--- src/rtl/ptw_arb.sv ---
// ptw_arb - arbitrates ITLB and DTLB page-walk requests onto a single shared
// page-table walker (PTW), one walk outstanding at a time.
//
// Ports
//   clk, rst_n                     clock, async active-low reset
//   Itlb_pa_request/Itlb_va        ITLB walk request pulse + VA
//   Itlb_flush                     drop pending ITLB walk, discard in-flight one
//   Dtlb_pa_request/Dtlb_va        DTLB walk request pulse + VA
//   ptw_req/ptw_va                 one-cycle PTW request, VA held during walk
//   ptw_valid/ptw_pa               PTW result pulse + PPN
//   F_ptw_valid/F_ptw_pa           ITLB response pulse + PPN
//   M_ptw_valid/M_ptw_pa           DTLB response pulse + PPN
//   ptw_timeout                    one-cycle pulse when a walk is aborted
module ptw_arb #(
   parameter int VA_WIDTH  = 20,
   parameter int PPN_WIDTH = 8,
   parameter int TIMEOUT   = 15
) (
   input  logic                 clk,
   input  logic                 rst_n,
   input  logic                 Itlb_pa_request,
   input  logic [VA_WIDTH-1:0]  Itlb_va,
   input  logic                 Itlb_flush,
   input  logic                 Dtlb_pa_request,
   input  logic [VA_WIDTH-1:0]  Dtlb_va,
   output logic                 ptw_req,
   output logic [VA_WIDTH-1:0]  ptw_va,
   input  logic                 ptw_valid,
   input  logic [PPN_WIDTH-1:0] ptw_pa,
   output logic                 F_ptw_valid,
   output logic [PPN_WIDTH-1:0] F_ptw_pa,
   output logic                 M_ptw_valid,
   output logic [PPN_WIDTH-1:0] M_ptw_pa,
   output logic                 ptw_timeout
);

   localparam int CW = (TIMEOUT > 1) ? $clog2(TIMEOUT) : 1;

   typedef enum logic [1:0] {IDLE, ISSUE, WAIT, RESP} state_t;

   state_t              state, state_nxt;
   logic                i_pend, d_pend;
   logic [VA_WIDTH-1:0] i_va, d_va;
   logic                owner_i;   // 1: ITLB owns the walk, 0: DTLB
   logic                last_i;    // 1: ITLB was granted last
   logic                discard;
   logic [CW-1:0]       cnt;
   logic                take, grant_i, timeout_hit, in_flight;

   // Round-robin: ITLB wins alone, or on a tie when DTLB was granted last.
   assign grant_i     = i_pend && (!d_pend || !last_i);
   assign take        = (state == IDLE) && (i_pend || d_pend);
   assign in_flight   = (state == ISSUE) || (state == WAIT);
   assign timeout_hit = (state == WAIT) && !ptw_valid && (cnt == CW'(TIMEOUT - 1));

   always_ff @(posedge clk or negedge rst_n) begin
      if (!rst_n) state <= IDLE;
      else        state <= state_nxt;
   end

   always_comb begin
      state_nxt   = state;
      ptw_req     = 1'b0;
      F_ptw_valid = 1'b0;
      M_ptw_valid = 1'b0;
      case (state)
         IDLE:  if (i_pend || d_pend) state_nxt = ISSUE;
         ISSUE: begin
            ptw_req   = 1'b1;
            state_nxt = WAIT;
         end
         WAIT: begin
            if (ptw_valid)        state_nxt = RESP;
            else if (timeout_hit) state_nxt = IDLE;
         end
         RESP: begin
            F_ptw_valid = owner_i && !discard;
            M_ptw_valid = !owner_i;
            state_nxt   = IDLE;
         end
         default: state_nxt = IDLE;
      endcase
   end

   always_ff @(posedge clk or negedge rst_n) begin
      if (!rst_n) begin
         i_pend      <= 1'b0;
         d_pend      <= 1'b0;
         i_va        <= '0;
         d_va        <= '0;
         owner_i     <= 1'b0;
         last_i      <= 1'b0;
         discard     <= 1'b0;
         cnt         <= '0;
         ptw_va      <= '0;
         F_ptw_pa    <= '0;
         M_ptw_pa    <= '0;
         ptw_timeout <= 1'b0;
      end else begin
         // A fresh request beats both flush and grant: it is a new walk.
         if (Itlb_pa_request)         i_pend <= 1'b1;
         else if (Itlb_flush)         i_pend <= 1'b0;
         else if (take && grant_i)    i_pend <= 1'b0;

         if (Dtlb_pa_request)         d_pend <= 1'b1;
         else if (take && !grant_i)   d_pend <= 1'b0;

         if (Itlb_pa_request) i_va <= Itlb_va;
         if (Dtlb_pa_request) d_va <= Dtlb_va;

         if (take) begin
            owner_i <= grant_i;
            last_i  <= grant_i;
            ptw_va  <= grant_i ? i_va : d_va;
         end

         // A flush landing on the grant cycle still kills the ITLB walk.
         if (take)
            discard <= grant_i && Itlb_flush;
         else if (Itlb_flush && owner_i && in_flight)
            discard <= 1'b1;

         if (state != WAIT)  cnt <= '0;
         else if (!ptw_valid) cnt <= cnt + 1'b1;

         if (state == WAIT && ptw_valid) begin
            if (owner_i && !discard) F_ptw_pa <= ptw_pa;
            if (!owner_i)            M_ptw_pa <= ptw_pa;
         end

         ptw_timeout <= timeout_hit;
      end
   end

endmodule

--- config.mk ---
export PLATFORM = sky130hd
export DESIGN_NAME = ptw_arb
export DESIGN_NICKNAME = d
export VERILOG_FILES = /design/src/rtl/ptw_arb.sv
export SDC_FILE = /design/constraint.sdc
export NUM_CORES = 1
export LEC_CHECK = 0
export CORE_MARGIN = 2
export CORE_UTILIZATION = 48
export DETAILED_ROUTE_END_ITERATION = 16
export GPL_ROUTABILITY_DRIVEN = 1
export PLACE_DENSITY = 0.85
export SETUP_SLACK_MARGIN = 0.02
export SYNTH_ARGS = -nofsm -noshare
export SYNTH_HDL_FRONTEND = slang
export SYNTH_SLANG_ARGS = --single-unit
--- constraint.sdc ---
create_clock -name clk -period 1.65 [get_ports clk]
set_input_delay 0.495 -clock clk [delete_from_list [all_inputs] [get_ports clk]]
set_output_delay 0.495 -clock clk [all_outputs]
set_load 0.03 [all_outputs]
**Word-level counts from Yosys, hierarchy flattened**

Index checks and enable logic that the tools add are counted.

- Bits in registers: 87
- Input port bits: 54
- Output and inout bits: 40

- Add/subtract/negate cells: 1
- Equal/unequal tests: 8
- Multiplexer cells: 17
- Bitwise logic cells: 1
- Reduce and logical (&&, ||, !) cells: 26

Operator list:

| cell | count |
|---|---|
| 2-to-1 mux 20 bit | 1 |
| logical AND 1 bit | 11 |
| 2-to-1 mux 1 bit | 10 |
| 2-to-1 mux 4 bit | 2 |
| one-hot mux 2 bit (4 select lines) | 1 |
| 2-to-1 mux 2 bit | 3 |
| AND reduction 2 bit | 3 |
| logical NOT 1 bit | 5 |
| adder 4 x 1 -> 4 bit, second input constant | 1 |
| == test 2 bit, second input constant | 2 |
| == test 4 bit, second input constant | 1 |
| inequality test 2 x 1 -> 1 bit, second input constant | 2 |
| nonzero test 2 bit | 2 |
| logical OR 1 bit | 3 |
| inequality test 3 bit, second input constant | 1 |
| nonzero test 3 bit | 1 |
| == test 2 x 1 -> 1 bit, second input constant | 1 |
| logical NOT 2 bit | 1 |
| inequality test 2 bit, second input constant | 1 |
| inverter 1 bit | 1 |

**Longest topological paths before layout**

- Word-level depth: 7
- Depth in mapped cells: 6
- Depth with buffers taken out: 5

**Worst setup path before layout**

OpenSTA, ideal clock, no wires.

- Path kind: reg-to-output
- From: reg last_i (netlist name)
- To: out F_ptw_valid
- Arrival: 1.275 ns
- Data required time: 1.155 ns
- Setup slack: -0.120 ns
- Cell stages (with the launch flop): 3
- Path buffers: 0
- Path through: dfrtp_1 inv_1 nor3b_1

RTL lines:

| item | line | text |
|---|---|---|
| end, declared | 30 | `output logic F_ptw_valid,` |

**Worst setup path in the final report**

- From: reg state[1]
- To: out F_ptw_valid

- Longest elaborated chain between the ends: 2

RTL lines:

| item | line | text |
|---|---|---|
| start, declared | 41 | `state_t state, state_nxt;` |
| start signal, assigned | 58 | `else state <= state_nxt;` |
| == test 2 bit | 66 | `case (state)` |
| 2-to-1 mux 1 bit | 66 |  |

Every way passes these cells.

==> metrics.csv <==
stage,metric,value,unit
clock_tree,CTS Buf Count,9,
setup_path,Startpoint Class,flip-flop,
clock_tree,"Reg clk slew, reported paths",0.09,ns
finish,Nets,413,
run,# Max-Cap Violations,0,
timing,Clock Skew,0.01119,ns
global_route,initial antenna violation count,0,
timing,Fmax,564.4,MHz
global_route,vias in the first global route,2565,
setup_path,CP Cell Sequence,"ha_2, nor3b_2, buf_4",
pwr,switching part of the total power,0.3815,
drt,Routed WL,7690,um
outcome,failing checks,setup timing,
clock_tree,Clock Path Buffers,2,
floorplanning,Die Area,8197,um2
outcome,outcome,"finished, violations left",
pwr,clock share of power,0.179,
global_route,busiest grt layer,met2,
setup_path,CP Data Arrival Time,1.28,ns
global_route,GRT met2 Usage,0.3290,
setup_path,Worst Path Required,1.15,ns
pwr,Sequential Power Share,0.379,
synthesis,"EDFF count, synth",0,
floorplanning,Initial Utilization,0.4956,
timing,Max Slew Vio Count,0,
synthesis,asr flop ratio synth,1.000,
clock_tree,CTS H-tree lvls,3,
setup_path,critical path's slowest cell,dfrtp_1,
pwr,Power Internal,5.062,mW
setup_path,Crit Path Max Fanout,3,
placed_design,half-perimeter wire length after placement,5436,um
clock_tree,TritonCTS clock tree,yes,
timing,Final Setup Violations,4,
global_route,M3 GR Usage,0.05342,
pwr,Net Sw Power,3.122,mW
drt,mean routed wirelength per cell,16.90,um
drt,via count,2357,
synthesis,synth warn,0,
synthesis,top-count cell post-synth,dfrtp_1,
floorplanning,core region area,7253,um2
global_route,first-pass GRT wire length,12650,um
drt,Starting DRT DRC Count,70,
pwr,leak pwr,2.160,nW
timing,Final WS setup,-0.1218,ns
drt,Antenna Nets Post-Route,0,
finish,area growth from synthesis to layout,36.27,%
floorplanning,site row count,31,
synthesis,largest area contributor in the netlist,dfrtp_1,
pwr,PwrDens,1671,nW/um2
placed_design,dpl ws,-0.1560,ns
timing,Fin Setup TNS,-0.3069,ns
min_path,Worst Hold Class,in -> async,
timing,Worst Max-Slew Pin Slew,0.3241,ns
floorplanning,I/O pin count,94,
pwr,VDD IR max,0.9030,mV
finish,filler instances,546,
clock_tree,Sink Count,87,
drt,residual DRC count,0,
synthesis,Netlist cell types,31,
global_route,GRT met1 Usage,0.2514,
timing,Tmin final,1.772,ns
synthesis,Cells after Synth,243,
clock_tree,hold buffer count at CTS,0,
synthesis,syn_nets,304,
setup_path,critical path class,reg -> out,
setup_path,Worst path max stage delay,0.40,ns
drt,via/cell ratio,5.180,
finish,Ant. Diodes,0,
clock_tree,Clock Latency Late Sink,0.35,ns
timing,crit share post-route,1.074,
global_route,pin count of the biggest net entering global routing,35,
placed_design,routability cong.,0.7100,
synthesis,register area share after synthesis,0.6056,
synthesis,top cell type's share of synthesized area,0.6056,
global_route,total track usage,0.1965,
timing,"Hold Vio Cnt, Final",0,
pwr,Comb power frac,0.442,
synthesis,Seq cells post-synth,87,
pwr,Power Total,8.183,mW
synthesis,"Top FF cell, synth",dfrtp_1,
synthesis,top post-synthesis cells by count,"87 x dfrtp_1, 56 x mux2_2, 20 x a221o_1, 18 x and2_0, 7 x ha_1",
timing,Rel. slew slack,0.7848,
floorplanning,DIE HEIGHT,90.54,um
clock_tree,CTS root buf,clkbuf_8,
floorplanning,die width,90.54,um
finish,share of cells above drive strength 1,0.3399,
global_route,gr ovfl total,0,
timing,unrepaired setup endpoints after global routing,yes,
synthesis,synthesized cell area,3595,um2
synthesis,top post-synthesis cells by area,"dfrtp_1 61%, mux2_2 18%, a221o_1 5.6%",
synthesis,Syn Area/Cell,14.79,um2
setup_path,CP endpoint kind,output pin,
drt,drt pass-1 iters,4,
placed_design,I/O Buffers,93,
## worst paths after layout
check                      slack, ns  depth (start not counted)                    start                       to
max                            -0.12                          3     state[1]$_DFFE_PN0P_              F_ptw_valid
min                             0.03                          1                    rst_n  F_ptw_pa[4]$_DFFE_PN0P_
min in group clk                0.50                          1  F_ptw_pa[7]$_DFFE_PN0P_  F_ptw_pa[7]$_DFFE_PN0P_
max reg2reg                        0                          7     state[0]$_DFFE_PN0P_    ptw_va[8]$_DFFE_PN0P_
max in group asynchronous       1.14                          2                    rst_n    ptw_va[9]$_DFFE_PN0P_
min reg2reg                     0.50                          1  F_ptw_pa[7]$_DFFE_PN0P_  F_ptw_pa[7]$_DFFE_PN0P_
## layout by cell type (no fill, tap or decap), drive strengths merged, types with 3 or more instances in the layout
master,count
dfrtp,87
mux2,56
clkdlybuf4s50,52
and2,24
clkdlybuf4s15,21
a221o,21
buf,21
clkbuf,20
inv,7
ha,7
dlygate4sd2,5
a21oi,5
xnor2,3
nand2,3
nor3b,3
## cell families (layout without fill, tap and decap cells)
| logic type | count (synthesis) | count (layout) | share of synthesized area |
|---|---|---|---|
| xor gates and xnor gates | 3 | 3 | 0.007311 |
| muxes | 57 | 57 | 0.1782 |
| AOI/OAI and AO/OA | 33 | 33 | 0.08284 |
| adders and majority gates | 7 | 7 | 0.02436 |
| DFF | 87 | 87 | 0.6056 |
| and+or+nand+nor | 39 | 39 | 0.07239 |
| buffers and inverters | 17 | 130 | 0.02924 |
## sequential cells by signal (all words and copies together) (netlist names)
register / flops
d_pend: 1
F_ptw_pa: 8
cnt: 4
i_va: 20
ptw_va: 20
i_pend: 1
discard: 1
last_i: 1
ptw_timeout: 1
d_va: 20
M_ptw_pa: 8
state: 2
## layout make-up
class                   instances  area [um2]  area share
clock buffers                   9       123.9     0.02529
flip-flops and latches         87        2177      0.4444
inverters                       5       18.77    0.003831
clock inverters                 6       68.82     0.01405
repair buffers                110        1050      0.2143
well taps                      99       123.9     0.02529
multi-input cells             139        1336      0.2728
## stage by stage
| step | hold slack (ns) | std cells | util | instance area (um2) |
|---|---|---|---|---|
| detailed placement | 0.4057 | 437 | 0.6515 | 4726 |
| finish | 0.03037 | 455 | 0.6753 | 4898 |
| CTS | 0.02587 | 454 | 0.6759 | 4902 |
| global placement | 0.4023 | 437 | 0.6515 | 4726 |
| global route | 0.02591 | 455 | 0.6753 | 4898 |
| floorplan | 0.1994 | 243 | - | 3600 |
## worst max-delay path: cells and delay by family, from the launching register on
family / cells / cell delay, ns
and+or+nand+nor: 1 / 0.16
buffers and inverters: 1 / 0.18
DFF: 1 / 0.40
adders and majority gates: 1 / 0.19
## metal layers
layer / vias up / part of all wire / routed length (um)
li1: 1090 / - / -
met1: 1181 / 0.43 / 3293
met2: 77 / 0.51 / 3927
met3: 9 / 0.047 / 361
met4: 0 / 0.014 / 107
met5: - / 0 / 0
## power by group through the flow
stage	combinational (mW)	clock (mW)	sequential [mW]
after global routing	3.87	1.59	3.18
after global placement	3.72	0	3.12
after CTS	3.62	1.51	3.09
after detailed placement	3.85	0	3.14
after floorplan	1.48	0	3.94
final	3.62	1.46	3.10
## what timing repair did
item	CTS	global route
setup buffers	2	1
endpoints found under the setup margin	41	67
pin swaps	0	1
gates resized for setup	47	40
Note: power is estimated with default switching activity, not from simulation.
==> patch 1, RTL diff (config.mk and constraints unchanged) <==
The output `ptw_timeout` loses its register stage (`ptw_timeout` becomes a continuous assignment). Comments in the files are not updated.
--- a/src/rtl/ptw_arb.sv
+++ b/src/rtl/ptw_arb.sv
@@ -95,7 +95,6 @@
          ptw_va      <= '0;
          F_ptw_pa    <= '0;
          M_ptw_pa    <= '0;
-         ptw_timeout <= 1'b0;
       end else begin
          // A fresh request beats both flush and grant: it is a new walk.
          if (Itlb_pa_request)         i_pend <= 1'b1;
@@ -128,9 +127,10 @@
             if (!owner_i)            M_ptw_pa <= ptw_pa;
          end
 
-         ptw_timeout <= timeout_hit;
       end
    end
 
+   assign ptw_timeout = timeout_hit;
+
 endmodule
 
Behaviour: same outputs for any inputs over 10 cycles, from zero or initial values and one cycle with rst_n low; that may be too few to reach the edited logic, so the function may still have changed.
==> patch 1 against the unedited design <==
  * Setup slack lost 0.16 ns
  * Cell area grew 1.2%
  * Area after synthesis shrank 0.70%
  * Sequential cell count shrank 1
  * Clock skew shrank 0.0034 ns
  * Sequential power is essentially flat
  * Register-to-register slack gained 0.07 ns
  * Combinational power grew 4%
  * Cell count grew 0.88%
  * The run still ends with negative setup slack left
  * Utilization grew 1.2 points
  * Wire length grew 3.0%
  * Total power grew 1.5%
  * Synthesized cell count shrank 0.41%
==> patch 1: results (changes against the unedited design) <==
Reg2reg setup slack: 0.07 ns (+0.07 ns)
Met2 WL: 3960 um (+0.94%)
Routed length on met1: 3550 um (+7.8%)
Sum Neg Setup Slack: -0.663 ns (-0.356 ns)
First-pass GRT wire length: 13200 um (+4.2%)
Syn Nets: 303 (-0.33%)
Run status: complete, but fails checks
Number of fill cells: 548 (+0.37%)
Clock-net power: 1.42 mW (-3%)
FF-to-FF Start: state[1]
GR Util met2: 33.7% (+0.81 points)
Sequential area share after synthesis: 60.3% (-0.28 points)
Critical path destination: ptw_timeout
Setup violators final: 4 (unchanged)
Leak: 2.18 nW (+1.0%)
Largest net degree at the start of global routing: 87 (+150%)
Worst endpoint data arrival time: 1.44 ns (+0.16 ns)
Worst Skew: 0.00774 ns (-0.00345 ns)
Worst r2r dst: ptw_va[18]
Post-synth top cells: dfrtp_1, mux2_2, a221o_1, and2_0, ha_1
Met1 usage: 27.1% (+2.0 points)
Worst setup path startpoint: cnt[0]
GP Congestion: 0.741 (+4.3%)
Post-DR wirelength/cell: 17.2 um (+2.1%)
Final WS setup: -0.284 ns (-0.162 ns)
Failing checks: negative setup slack
Rel. slew slack: 68.7% (-9.7 points)
Met3 WL: 319 um (-12%)
Synth area leaders: dfrtp_1, mux2_2, a221o_1
Share of layout cells above drive strength 1: 35.3% (+1.3 points)
Post-detail-place hpwl: 5360 um (-1.4%)
Total GRT Usage: 20.4% (+0.76 points)
Vias in the first global route: 2607 (+1.6%)
-- patch 1: cell count changes in the layout (fill, tap and decap cells not counted), sizes merged --
cell	delta
buf	+7
clkbuf	-3
dlygate4sd2	+3
inv	-2
clkinv	+1
clkinvlp	-1
dfrtp	-1
-- patch 1: logic make-up after synthesis --
kind of cell             count (synthesis)  share of synthesized area (%)
AND/OR/NAND/NOR                         39                           7.29
buffers and inverters                   17                           2.94
flip-flops                              86                           60.3
multiplexers                            57                           17.9
adder cells (fa/ha/maj)                  7                           2.45
XOR/XNOR                                 3                          0.736
AO/OA/AOI/OAI                           33                           8.34
-- patch 1: layout make-up --
class                   instances  area share (%)
clock buffers                  10            2.78
clock inverters                 4           0.985
inverters                       5           0.379
multi-input cells             139            27.7
flip-flops and latches         86            43.4
well taps                      99            2.50
repair buffers                116            22.2
-- patch 1: what timing repair did --
action                                  in CTS  in global routing
pin swaps                                    0                  3
cloned                                       1                  0
endpoints found under the hold margin        0                  0
gates resized for setup                     50                 40
endpoints found under the setup margin      60                 48
buffers inserted                             3                  4
hold buffers                                 0                  0
-- patch 1: stage by stage --
| stage | setup slack (ns) | area, um2 | instances | utilization, % | power, mW |
|---|---|---|---|---|---|
| 5_1_grt | -0.373 | 4960 | 459 | 68.7 | 8.75 |
| 4_1_cts | -0.222 | 4910 | 456 | 68.0 | 8.24 |
| 6_report | -0.284 | 4960 | 459 | 68.7 | 8.31 |
| 2_1_floorplan | -0.112 | 3580 | 242 | - | 5.40 |
| 3_3_place_gp | -0.211 | 4690 | 438 | 65.1 | 6.80 |
| 3_5_place_dp | -0.270 | 4690 | 438 | 65.1 | 6.95 |
==> patch 2, RTL diff (config.mk and constraints unchanged) <==
Made on the original files. Set the parameter `PPN_WIDTH` to 12 (it was 8).
--- a/src/rtl/ptw_arb.sv
+++ b/src/rtl/ptw_arb.sv
@@ -13,7 +13,7 @@
 //   ptw_timeout                    one-cycle pulse when a walk is aborted
 module ptw_arb #(
    parameter int VA_WIDTH  = 20,
-   parameter int PPN_WIDTH = 8,
+   parameter int PPN_WIDTH = 12,
    parameter int TIMEOUT   = 15
 ) (
    input  logic                 clk,
Ports: changed (resized F_ptw_pa, M_ptw_pa and ptw_pa); port bits go from 94 to 106. No check against the original RTL was run, so the function may have changed too.
==> patch 2 against the unedited design <==
  * The flow still finishes with violations (negative setup slack)
  * Wire length up 13%
  * Maximum frequency hardly changed
  * Cell area increased by 12%
  * Total power grew 17%
  * Area after synthesis grew 8.7%
  * Critical path depth unchanged
  * Count of clock-buffer cells in the layout is 1 higher
  * Critical path type unchanged
  * Sequential power grew 12%
  * Clock skew barely moved
  * Setup slack better by 0.00081 ns
  * Sequential cell count up 8
  * Sequential share of layout area shrank 1.1 points
  * Die area up 8.3%
==> patch 2: results (changes against the unedited design) <==
Run status: complete, but fails checks
Failing checks: negative setup slack
GP Congestion: 0.711 (+0.13%)
Synth area leaders: dfrtp_1, mux2_2, a221o_1
DR iter-0 viols: 66 (-5.7%)
Syn Nets: 326 (+7.2%)
DRT Pass-1 Iters: 4 (unchanged)
Largest net degree at the start of global routing: 31 (-11%)
Leak: 2.44 nW (+13%)
Largest registers: d_va x20, i_va x20, ptw_va x20
Mux share of post-synthesis cell area: 18.7% (+0.88 points)
Total GRT Usage: 20.8% (+1.1 points)
CTS buffer count: 9 (unchanged)
Post-synthesis compound-gate area fraction: 7.59% (-0.69 points)
R2R cell count: 6 (-1)
IO Port Bufs: 105 (+13%)
Share of layout cells above drive strength 1: 39.9% (+6.0 points)
Worst r2r dst: F_ptw_pa[1]
Sequential area share after synthesis: 60.9% (+0.29 points)
Reg2reg setup slack: 0.03 ns (+0.03 ns)
Peak supply drop: 0.768 mV (-15%)
Post-synthesis async set-or-reset flop share: 100% (unchanged)
Antenna diode count: 0 (unchanged)
Vias in the first global route: 2857 (+11%)
Distinct cells, synth: 32 (+3.2%)
Number of vias per cell: 5.31 (+2.4%)
Rel. slew slack: 70.4% (-8.0 points)
# H-tree levels: 3 (unchanged)
Initial antenna violation count: 0 (unchanged)
Yosys warns: 0 (unchanged)
Total wire length: 8660 um (+13%)
Worst Skew: 0.0110 ns (-0.000209 ns)
Clk slew on worst S/H paths: 0.09 ns (about the same)
Number of fill cells: 542 (-0.73%)
Post-detail-place hpwl: 5900 um (+8.5%)
Clock latency on the worst-skew pair: 0.36 ns
Hold Crit Class: in -> async
First-pass GRT wire length: 14000 um (+11%)
FF-to-FF Start: state[1]
Adder-cell share of the synthesized area: 2.24% (-0.19 points)
Antenna Nets Post-Route: 0 (unchanged)
Post-DP Area: 0.00524 mm2 (+11%)
Nets: 453 (+9.7%)
Synth Flop Type: dfrtp_1
Post-synthesis xor/xnor area fraction: 0.673% (-0.058 points)
Sw frac: 38.9% (+0.73 points)
CTS root buf: clkbuf_8
Hold_ws: 0.0736 ns (+0.0432 ns)
Setup violators final: 3 (-1)
Setup WS pre-CTS: -0.199 ns (-0.0429 ns)
Critical path peak fanout: 2 (-1)
Clk buf depth: 2 (unchanged)
Final WS setup: -0.121 ns (+0.000814 ns)
Post-synth top cells: dfrtp_1, mux2_2, a221o_1, and2_0, buf_2
patch 2: routing by layer:
layer | wire, um | GRT usage, %
met5 | 0 | 0
met4 | 65 | 5.80
met3 | 485 | 5.14
met2 | 4420 | 35.0
met1 | 3690 | 26.8
patch 2: final cells by class:
type	instances	area [um2]	share of cell area, %
Timing Repair Buffer	129	1240	22.6
Clock buffer	10	128	2.33
Sequential cell	95	2380	43.4
Inverter	5	26.3	0.479
Clock inverter	6	73.8	1.35
Multi-Input combinational cell	148	1510	27.5
Tap cell	102	128	2.33
patch 2: repair_timing:
item	4_1_cts	5_1_grt
buffers inserted	4	1
cloned	1	0
gates resized for setup	92	54
pin swaps	1	4
endpoints found under the setup margin	93	63
patch 2: how the worst max path moves through the flow:
stage / start / endpoint / slack, ns / cells after the start
after floorplan: state[0] / F_ptw_pa[10] / 0.14 / 6
after global placement: state[0] / M_ptw_valid / -0.17 / 3
after detailed placement: ptw_valid / M_ptw_pa[5] / -0.20 / 4
after CTS: state[1] / ptw_req / -0.13 / 5
after global routing: state[1] / ptw_req / -0.17 / 5
final: state[1] / M_ptw_valid / -0.12 / 3
patch 2: kinds of logic after synthesis:
kind of cell               count (synthesis)
buffers and inverters                     19
and+or+nand+nor                           39
AOI/OAI and AO/OA                         33
xor gates and xnor gates                   3
DFF                                       95
adders and majority gates                  7
muxes                                     65
patch 2: through the flow:
step,cells,TNS [ns]
5_1_grt,495,-0.553
3_5_place_dp,473,-6.04
6_report,495,-0.349
3_3_place_gp,473,-4.41
2_1_floorplan,261,0
4_1_cts,494,-0.375
patch 2: worst max-delay path, cell delays in order (launching register included):
cell and delay [ns]:
dfrtp_1 0.41, ha_2 0.19, and2b_2 0.19, buf_6 0.13
patch 2: power groups by stage:
stage	combinational, mW	clock (mW)	sequential [mW]
3_3_place_gp	4.49	0	3.47
3_5_place_dp	4.60	0	3.48
4_1_cts	4.55	1.60	3.45
6_report	4.53	1.56	3.47
2_1_floorplan	1.57	0	4.48
5_1_grt	4.83	1.73	3.55
